==> src/rtl/writeback_stage_if.sv <==
// Writeback-stage bundle: ALU/load result handshakes, load issue, decode hazard queries and RF write port.
// Forwarding signals exist only when WB_FORWARD_EN is defined.
interface writeback_stage_if #(
    parameter int unsigned XLEN       = 32,
    parameter int unsigned addr_width = 5
);
    logic                  alu_valid;
    logic                  alu_ready;
    logic [addr_width-1:0] alu_rd;
    logic [XLEN-1:0]       alu_result;

    logic                  mem_valid;
    logic                  mem_ready;
    logic [addr_width-1:0] mem_rd;
    logic [XLEN-1:0]       mem_data;

    logic                  issue_valid;
    logic [addr_width-1:0] issue_rd;

    logic [addr_width-1:0] rs1_addr;
    logic [addr_width-1:0] rs2_addr;
    logic                  rs1_busy;
    logic                  rs2_busy;

    logic                  rf_we;
    logic [addr_width-1:0] rf_addr;
    logic [XLEN-1:0]       rf_data;

`ifdef WB_FORWARD_EN
    logic                  rs1_fwd_hit;
    logic                  rs2_fwd_hit;
    logic [XLEN-1:0]       rs1_fwd_data;
    logic [XLEN-1:0]       rs2_fwd_data;
`endif

    modport master (
        output alu_valid, alu_rd, alu_result,
        input  alu_ready,
        output mem_valid, mem_rd, mem_data,
        input  mem_ready,
        output issue_valid, issue_rd,
        output rs1_addr, rs2_addr,
        input  rs1_busy, rs2_busy,
        input  rf_we, rf_addr, rf_data
`ifdef WB_FORWARD_EN
        , input rs1_fwd_hit, rs2_fwd_hit, rs1_fwd_data, rs2_fwd_data
`endif
    );

    modport slave (
        input  alu_valid, alu_rd, alu_result,
        output alu_ready,
        input  mem_valid, mem_rd, mem_data,
        output mem_ready,
        input  issue_valid, issue_rd,
        input  rs1_addr, rs2_addr,
        output rs1_busy, rs2_busy,
        output rf_we, rf_addr, rf_data
`ifdef WB_FORWARD_EN
        , output rs1_fwd_hit, rs2_fwd_hit, rs1_fwd_data, rs2_fwd_data
`endif
    );
endinterface

==> src/rtl/writeback_stage.sv <==
// Writeback stage: merges fixed-latency ALU results and FIFO-buffered load results onto the single
// register-file write port and tracks outstanding loads for RAW stalls. WB_FORWARD_EN adds write-port forwarding.
module writeback_stage #(
    parameter int unsigned XLEN       = 32,
    parameter int unsigned addr_width = 5,
    parameter int unsigned LQ_DEPTH   = 2
) (
    input logic              clk,
    input logic              rst_n,
    writeback_stage_if.slave wb
);
    localparam int unsigned PW   = $clog2(LQ_DEPTH);
    localparam int unsigned NREG = 2 ** addr_width;
    localparam logic [PW:0] PTR_ONE = 1;

    typedef struct packed {
        logic [addr_width-1:0] rd;
        logic [XLEN-1:0]       data;
    } lq_entry_t;

    lq_entry_t             lq_mem [LQ_DEPTH];
    logic [PW:0]           wr_ptr;
    logic [PW:0]           rd_ptr;
    logic                  fifo_full;
    logic                  fifo_empty;
    logic                  push;
    logic                  pop;
    logic                  alu_take;
    lq_entry_t             head;
    lq_entry_t             sel;
    logic                  sel_valid;
    logic                  sel_is_load;
    logic                  sel_we;

    logic                  rf_we_q;
    logic [addr_width-1:0] rf_addr_q;
    logic [XLEN-1:0]       rf_data_q;
    logic                  rf_from_load;

    logic [NREG-1:1]       sb;
    logic [NREG-1:1]       sb_next;
    logic [NREG-1:0]       sb_vec;

    always_comb begin
        fifo_empty = (wr_ptr == rd_ptr);
        fifo_full  = (wr_ptr[PW] != rd_ptr[PW]) && (wr_ptr[PW-1:0] == rd_ptr[PW-1:0]);
    end

    assign head     = lq_mem[rd_ptr[PW-1:0]];
    assign alu_take = wb.alu_valid && !fifo_full;
    // A full FIFO always drains, otherwise the head only goes when the ALU is idle.
    assign pop      = !fifo_empty && (!wb.alu_valid || fifo_full);
    assign push     = wb.mem_valid && !fifo_full;

    assign wb.alu_ready = !fifo_full;
    assign wb.mem_ready = !fifo_full;

    always_comb begin
        sel         = head;
        sel_valid   = 1'b0;
        sel_is_load = 1'b0;
        if (alu_take) begin
            sel.rd    = wb.alu_rd;
            sel.data  = wb.alu_result;
            sel_valid = 1'b1;
        end else if (pop) begin
            sel_valid   = 1'b1;
            sel_is_load = 1'b1;
        end
        sel_we = sel_valid && (sel.rd != '0);
    end

    always_ff @(posedge clk) begin
        if (push) begin
            lq_mem[wr_ptr[PW-1:0]] <= '{rd: wb.mem_rd, data: wb.mem_data};
        end
    end

    always_ff @(posedge clk or negedge rst_n) begin
        if (!rst_n) begin
            wr_ptr <= '0;
            rd_ptr <= '0;
        end else begin
            if (push) wr_ptr <= wr_ptr + PTR_ONE;
            if (pop)  rd_ptr <= rd_ptr + PTR_ONE;
        end
    end

    always_ff @(posedge clk or negedge rst_n) begin
        if (!rst_n) begin
            rf_we_q      <= 1'b0;
            rf_addr_q    <= '0;
            rf_data_q    <= '0;
            rf_from_load <= 1'b0;
        end else begin
            rf_we_q      <= sel_we;
            rf_from_load <= sel_is_load;
            if (sel_we) begin
                rf_addr_q <= sel.rd;
                rf_data_q <= sel.data;
            end
        end
    end

    // Clear is applied first so a same-cycle issue to that register keeps it pending.
    always_comb begin
        sb_next = sb;
        for (int unsigned r = 1; r < NREG; r++) begin
            if (rf_we_q && rf_from_load && (rf_addr_q == addr_width'(r))) sb_next[r] = 1'b0;
            if (wb.issue_valid && (wb.issue_rd == addr_width'(r)))        sb_next[r] = 1'b1;
        end
    end

    always_ff @(posedge clk or negedge rst_n) begin
        if (!rst_n) sb <= '0;
        else        sb <= sb_next;
    end

    assign sb_vec = {sb, 1'b0};

    assign wb.rf_we   = rf_we_q;
    assign wb.rf_addr = rf_addr_q;
    assign wb.rf_data = rf_data_q;

`ifdef WB_FORWARD_EN
    logic fwd1;
    logic fwd2;
    assign fwd1 = rf_we_q && (rf_addr_q == wb.rs1_addr) && (wb.rs1_addr != '0);
    assign fwd2 = rf_we_q && (rf_addr_q == wb.rs2_addr) && (wb.rs2_addr != '0);
    assign wb.rs1_fwd_hit  = fwd1;
    assign wb.rs2_fwd_hit  = fwd2;
    assign wb.rs1_fwd_data = rf_data_q;
    assign wb.rs2_fwd_data = rf_data_q;
    assign wb.rs1_busy     = sb_vec[wb.rs1_addr] && !fwd1;
    assign wb.rs2_busy     = sb_vec[wb.rs2_addr] && !fwd2;
`else
    assign wb.rs1_busy = sb_vec[wb.rs1_addr];
    assign wb.rs2_busy = sb_vec[wb.rs2_addr];
`endif
endmodule

==> src/flat_wrapper.sv <==
// flat-port wrapper written by rule: the top's interface ports become plain ports
module writeback_stage_flat 
#(
    parameter int unsigned XLEN       = 32,
    parameter int unsigned addr_width = 5,
    parameter int unsigned LQ_DEPTH   = 2
)
  (clk, rst_n, wb_alu_valid, wb_alu_rd, wb_alu_result, wb_alu_ready, wb_mem_valid, wb_mem_rd, wb_mem_data, wb_mem_ready, wb_issue_valid, wb_issue_rd, wb_rs1_addr, wb_rs2_addr, wb_rs1_busy, wb_rs2_busy, wb_rf_we, wb_rf_addr, wb_rf_data);
  writeback_stage_if #(.XLEN(XLEN), .addr_width(addr_width)) wb_i ();
  input logic clk;
  input logic rst_n;
  input wire logic [$bits(wb_i.alu_valid)-1:0] wb_alu_valid;
  input wire logic [$bits(wb_i.alu_rd)-1:0] wb_alu_rd;
  input wire logic [$bits(wb_i.alu_result)-1:0] wb_alu_result;
  output wire logic [$bits(wb_i.alu_ready)-1:0] wb_alu_ready;
  input wire logic [$bits(wb_i.mem_valid)-1:0] wb_mem_valid;
  input wire logic [$bits(wb_i.mem_rd)-1:0] wb_mem_rd;
  input wire logic [$bits(wb_i.mem_data)-1:0] wb_mem_data;
  output wire logic [$bits(wb_i.mem_ready)-1:0] wb_mem_ready;
  input wire logic [$bits(wb_i.issue_valid)-1:0] wb_issue_valid;
  input wire logic [$bits(wb_i.issue_rd)-1:0] wb_issue_rd;
  input wire logic [$bits(wb_i.rs1_addr)-1:0] wb_rs1_addr;
  input wire logic [$bits(wb_i.rs2_addr)-1:0] wb_rs2_addr;
  output wire logic [$bits(wb_i.rs1_busy)-1:0] wb_rs1_busy;
  output wire logic [$bits(wb_i.rs2_busy)-1:0] wb_rs2_busy;
  output wire logic [$bits(wb_i.rf_we)-1:0] wb_rf_we;
  output wire logic [$bits(wb_i.rf_addr)-1:0] wb_rf_addr;
  output wire logic [$bits(wb_i.rf_data)-1:0] wb_rf_data;
  assign wb_i.alu_valid = wb_alu_valid;
  assign wb_i.alu_rd = wb_alu_rd;
  assign wb_i.alu_result = wb_alu_result;
  assign wb_alu_ready = wb_i.alu_ready;
  assign wb_i.mem_valid = wb_mem_valid;
  assign wb_i.mem_rd = wb_mem_rd;
  assign wb_i.mem_data = wb_mem_data;
  assign wb_mem_ready = wb_i.mem_ready;
  assign wb_i.issue_valid = wb_issue_valid;
  assign wb_i.issue_rd = wb_issue_rd;
  assign wb_i.rs1_addr = wb_rs1_addr;
  assign wb_i.rs2_addr = wb_rs2_addr;
  assign wb_rs1_busy = wb_i.rs1_busy;
  assign wb_rs2_busy = wb_i.rs2_busy;
  assign wb_rf_we = wb_i.rf_we;
  assign wb_rf_addr = wb_i.rf_addr;
  assign wb_rf_data = wb_i.rf_data;
  writeback_stage #(.XLEN(XLEN), .addr_width(addr_width), .LQ_DEPTH(LQ_DEPTH)) u_core (.clk(clk), .rst_n(rst_n), .wb(wb_i));
endmodule
==> config.mk <==
export PLATFORM = sky130hd
export DESIGN_NAME = writeback_stage_flat
export DESIGN_NICKNAME = d
export VERILOG_FILES = /design/src/rtl/writeback_stage_if.sv /design/src/rtl/writeback_stage.sv /design/src/flat_wrapper.sv
export SDC_FILE = /design/constraint.sdc
export NUM_CORES = 1
export LEC_CHECK = 0
export ABC_AREA = 1
export ABC_CLOCK_PERIOD_IN_PS = 3790
export CORE_MARGIN = 4
export CORE_UTILIZATION = 30
export CTS_CLUSTER_DIAMETER = 30
export CTS_CLUSTER_SIZE = 14
export DETAILED_ROUTE_END_ITERATION = 8
export REMOVE_ABC_BUFFERS = 1
export SLEW_MARGIN = 20
export SYNTH_ARGS = -nofsm -noshare
export SYNTH_HDL_FRONTEND = slang
export SYNTH_SLANG_ARGS = --single-unit
==> constraint.sdc <==
create_clock -name clk -period 3.79 [get_ports clk]
set_input_delay 0.758 -clock clk [delete_from_list [all_inputs] [get_ports clk]]
set_output_delay 0.758 -clock clk [all_outputs]
set_load 0.005 [all_outputs]
# --- Word level (Yosys, flattened, before mapping) ---
# Memories as Yosys holds them, arrays and structs flattened.
# Cells that the tools add are included.
word_totals:
  reg_bits: 74
  mem_bits_rw: 74
  out_inout_bits: 42
  wordCells: 283
  memories: 1
op_classes:
  addsub: 2
  magnitude_cmp: 2
  eq_ne: 65
  mux: 72
  reduce_logical: 104
mem_list:
  columns: ["name", "words", "word_bits", "read_ports", "rd_clocked_by_memory_dff", "write_ports", "line_no", "text"]
  rows:
  - ["u_core.lq_mem", 2, 37, 1, 0, 1, "writeback_stage.sv:21", "lq_entry_t lq_mem [LQ_DEPTH];"]
op_table:
  columns: ["op", "count"]
  rows:
  - ["$eq A5 B5 Y1 const B", 32]
  - ["$eq A5 B4 Y1 const B", 16]
  - ["$mux W1", 69]
  - ["$logic_and A1 B1 Y1", 68]
  - ["$reduce_bool A2 Y1", 31]
  - ["$eq A5 B3 Y1 const B", 8]
  - ["$mux W37", 1]
  - ["$eq A5 B2 Y1 const B", 4]
  - ["$lt A5 B6 Y1 const B", 2]
  - ["$bmux W1 S5", 2]
  - ["$eq A5 B1 Y1 const B", 2]
  - ["$reduce_bool A5 Y1", 1]
  - ["$add A2 B1 Y2 const B", 2]
  - ["$logic_not A1 Y1", 3]
  - ["$eq A2 B2 Y1", 1]
  - ["$eq A1 B1 Y1", 1]
  - ["$logic_or A1 B1 Y1", 1]
  - ["$ne A1 B1 Y1", 1]

# --- Depth between registers and ports, before layout ---
logic_depth:
  ltp_word: 7
  depth_mapped: 13
  ltp_nobuf: 12

# --- Worst setup path after synthesis ---
# Ideal clock, no wire load.
synth_timing:
  path_type: "register to register"
  start: "register u_core.rd_ptr[0]"
  end: "memory u_core.lq_mem[1][0] in the netlist's numbering, enable pin"
  setup_ns: 0.436
  arrival_time_ns: 2.510
  t_required_ns: 3.354
  slack_ns: 0.844
  path_stages_with_launch: 8
  cell_sequence: "dfrtp_1 -> inv_2 -> nand2_1 -> nand2_1 -> nand2_1 -> buf_6 -> nand2_1 -> nor2_1"
synth_between:
  elab_chain_cells: 6
synth_lines:
  columns: ["element", "line_no", "text"]
  rows:
  - ["start: declaration", "writeback_stage.sv:23", "logic [PW:0] rd_ptr;"]
  - ["start signal: assignment", "writeback_stage.sv:85", "if (pop) rd_ptr <= rd_ptr + PTR_ONE;"]
  - ["$eq A1 B1 Y1", "writeback_stage.sv:46", "fifo_full = (wr_ptr[PW] != rd_ptr[PW]) && (wr_ptr[PW-1:0] == rd_ptr[PW-1:0]);"]
  - ["$logic_and A1 B1 Y1", "writeback_stage.sv:46", null]
  - ["$logic_not A1 Y1", null, null]
  - ["net wb_alu_ready", "flat_wrapper.sv:15", "output wire logic [$bits(wb_i.alu_ready)-1:0] wb_alu_ready;"]
  - ["$logic_and A1 B1 Y1", "writeback_stage.sv:53", "assign push = wb.mem_valid && !fifo_full;"]
  - ["$mux W1", "writeback_stage.sv:74", "if (push) begin"]
  - ["$mux W1 (implied by the code)", "writeback_stage.sv:75", "lq_mem[wr_ptr[PW-1:0]] <= '{rd: wb.mem_rd, data: wb.mem_data};"]
  - ["end: declaration", "writeback_stage.sv:21", null]
# The timed path passes the listed nets, and every way through them passes these cells.

# --- Final worst setup path ---
layout_timing:
  start: "input port wb_rs2_addr[0]"
  end: "output port wb_rs2_busy"
layout_between:
  elab_chain_cells: 2
layout_lines:
  columns: ["element", "line_no", "text"]
  rows:
  - ["start: declaration", "flat_wrapper.sv:23", "input wire logic [$bits(wb_i.rs2_addr)-1:0] wb_rs2_addr;"]
  - ["$bmux W1 S5", "writeback_stage.sv:138", "assign wb.rs2_busy = sb_vec[wb.rs2_addr];"]
  - ["$mux W1 (implied by the code)", "writeback_stage.sv:138", null]
  - ["end: declaration", "flat_wrapper.sv:25", "output wire logic [$bits(wb_i.rs2_busy)-1:0] wb_rs2_busy;"]
# No other way between the ends. The select of a mux whose other input is x is not followed.

==> results.md <==
* Outcome: finished, final reports clean
* Synthesized area per cell at 8.960 sq um
* Compound-cell area share of the yosys netlist at 0.1110
* Met3 WL post-DR at 1768 microns
* Largest net degree at the start of global routing at 62
* Max-cap check violation count at 0
* Final hold viol count at 0
* Pre-antenna DRT Iters at 5
* Initial antenna violation count at 1
* Synthesized flop and latch total at 148
* Total GRT Usage at 0.1542
* Die area at 25050 sq um
* Internal at 4439 uW
* Yosys warns at 0
* Setup Buffers After CTS at 0
* Synth Area in Simple Gates at 0.2292
* Core Footprint at 22030 sq um
* Post_cts resized at 0
* Final Routed Wirelength at 19160 microns
* Register area share after synthesis at 0.6014
* CP max stage cell: clkdlybuf4s50_1
* Hpwl dp at 12880 microns
* Logic pwr share at 0.373
* CP Max Fanout at 20
* Critical path launch point: wb_rs2_addr[0]
* Mapped Area at 6774 sq um
* Leading area contributor after synthesis: edfxtp_1
* R2R cell count at 12
* CTS Root Buffer Type: clkbuf_16
* Startpoint type of the worst setup path: input port
* Crit path largest cell delay at 0.49 ns
* Clk sinks at 148
* Max Clock Freq at 283.0 MHz
* Critical Setup Path Class: input port to primary output
* DRT iter0 DRCs at 573
* Max IR drop VDD at 0.3404 mV
* DRC violations left at 0
* CTS tree: yes
* Top layer used by detailed routing: met5
* Post-synthesis cell type count at 26
* Reg area at 4074 sq um
* Dpl ws at 0.2947 ns
* First-pass GRT wire length at 29790 microns
* Adder-cell share of the synthesized area at 0
* Cell mode on critical path: nand2_1
* Worst EP required at 3.03 ns
* Fin Hold WS at 0.4133 ns
* TNS Setup at 0 ns
* Type of the worst min-delay path: input port to async pin
* Worst endpoint data arrival time at 2.78 ns
* RSZ-0062 raised after global routing: false
* Metal-1 WL at 8386 microns
* Commonest non-fill, non-tap cell in the layout: nand2_1
* Cell chain of the critical path: clkdlybuf4s50_1 -> inv_1 -> o21ai_0 -> o211ai_1 -> nand2_1 -> o21ai_0 -> nand2_1 -> nand2_1 -> clkdlybuf4s50_1
* Share of the synthesized area in the top cell type at 0.3280
* Met2 wire length at 8798 microns
* Leak pwr at 0.003670 uW
* GRT overflow at 0
* # IOs at 136
* Switching part of the total at 0.3730
* Worst-path clk slew at 0.06 ns
* Share of layout cells above drive strength 1 at 0.05817
* Initial Util at 0.3075
* # setup viols final at 0
* Max_slew headroom at 0.4380
* Post-DP Area at 8391 sq um
* Final worst slack at 0.2564 ns
* Proportion of synthesized area in mux cells at 0.002955
* # fillers at 2199
* Reg-to-reg setup timing slack at 0.94 ns
* Site row count at 54
* Worst setup EP type: primary output
* Die W at 158.3 microns
* Layout Skew at 0.01159 ns
* Max-slew violations at 0
* Routed wire per std cell at 16.31 microns
* CTS buffer count at 17
* Final period util at 0.9324
* H-tree depth at 4
* CTS Buffer Depth at 2
* R2R Path End: u_core.wb.rf_data[26]
* Sw Pwr at 2641 uW
* Via density at 4.842
* Main combinational cell family by area after synthesis: simple AND/OR/NAND/NOR gates
* Vias at 5689
* Worst-margin pin slew at 0.8429 ns
* # port buffers at 135
* Area grow syn2layout at 32.66%
* GPL Wtd Cong at 0.8846
* Nets@finish at 975
* # hold bufs at CTS at 0
* Leading cell types in the layout, fill and taps excluded: nand2_1 (257), clkdlybuf4s50_1 (134), nor2_1 (74), edfxtp_1 (74), dfrtp_1 (74)
* Clk pwr share at 0.236
* Vias in the first global route at 5515
* Die height at 158.3 microns
* R2R Path Start: u_core.rd_ptr[0]
* Post-route design area at 8986 sq um
* Area of the multi-input gates at 2376 sq um
* Area contributors post-synth: edfxtp_1 (33%), dfrtp_1 (27%), nand2_1 (14%), o21ai_0 (4.9%), nor2_1 (4.2%)
* Syn Inst Count at 756
* Worst-Skew Late Latency at 0.42 ns
* Final min period at 3.534 ns
* XOR/XNOR Fraction of Synth Area at 0.003879
* Sequential share of power at 0.391
* Power Density at 787.8 nW/um^2
* Post-route ant nets at 0
-- metrics by stage --
step | power (uW) | utilization | cells
6_report | 7080 | 0.4080 | 1175
3_5_place_dp | 5469 | 0.3809 | 1142
4_1_cts | 7161 | 0.4079 | 1174
2_1_floorplan | 4110 | - | 717
5_1_grt | 7594 | 0.4079 | 1174
3_3_place_gp | 5418 | 0.3809 | 1142
-- layer usage --
metal | GRT usage | up-vias
li1 | - | 2779
met1 | 0.2056 | 2662
met2 | 0.2430 | 220
met3 | 0.05518 | 26
met4 | 0.03534 | 2
met5 | 0 | -
-- registers in the layout (all words and copies together), names as in the netlist --
register / flops
u_core.wb.rf_we: 1
u_core.rf_from_load: 1
u_core.lq_mem: 74
u_core.wr_ptr: 2
u_core.sb: 31
u_core.wb.rf_addr: 5
u_core.wb.rf_data: 32
u_core.rd_ptr: 2
-- how the worst max path moves through the flow --
stage	slack, ns	cells past startpoint	endpoint
after CTS	0.28	10	wb_rs2_busy
after global routing	0.04	9	wb_rs2_busy
after global placement	0.30	9	wb_rs2_busy
after floorplan	-0.30	11	u_core.wb.rf_addr[0]
final	0.26	9	wb_rs2_busy
after detailed placement	0.29	10	wb_rs2_busy
-- Yosys cell counts (all sizes together) --
| cell | count |
|---|---|
| a21boi | 2 |
| a21oi | 16 |
| a31oi | 32 |
| buf | 18 |
| clkbuf | 21 |
| dfrtp | 74 |
| edfxtp | 74 |
| inv | 41 |
| mux2i | 2 |
| nand2 | 259 |
| nand3 | 50 |
| nand3b | 4 |
| nor2 | 76 |
| o211ai | 12 |
| o21ai | 67 |
| o21bai | 1 |
| o221ai | 1 |
| o31ai | 1 |
| or2 | 2 |
| xor2 | 3 |
-- cell families after synthesis --
logic type	Yosys count
compound gates	132
buf+inv	80
simple gates	391
xor+xnor	3
mux	2
flops	148
-- power by group through the flow --
stage,combinational [uW],sequential [uW],clock (uW)
floorplan,1430,2680,0
global placement,2640,2780,0
detailed placement,2690,2780,0
CTS,2690,2760,1710
global route,2990,2820,1780
finish,2640,2760,1670
-- final cells by class --
type / count / area share
sequential: 148 / 0.4534
multi-input combinational: 528 / 0.2644
timing repair buffer: 145 / 0.1598
clock buffer: 19 / 0.04929
tap: 280 / 0.03899
inverter: 41 / 0.01713
clock inverter: 13 / 0.01671
antenna: 1 / 0.0002785
-- critical path: cells and delay by family --
family                 cells  cell delay, ns
and+or+nand+nor            3            0.21
AOI/OAI and AO/OA          3            0.51
buffers and inverters      3            1.28
Note: power is estimated with default switching activity, not from simulation.
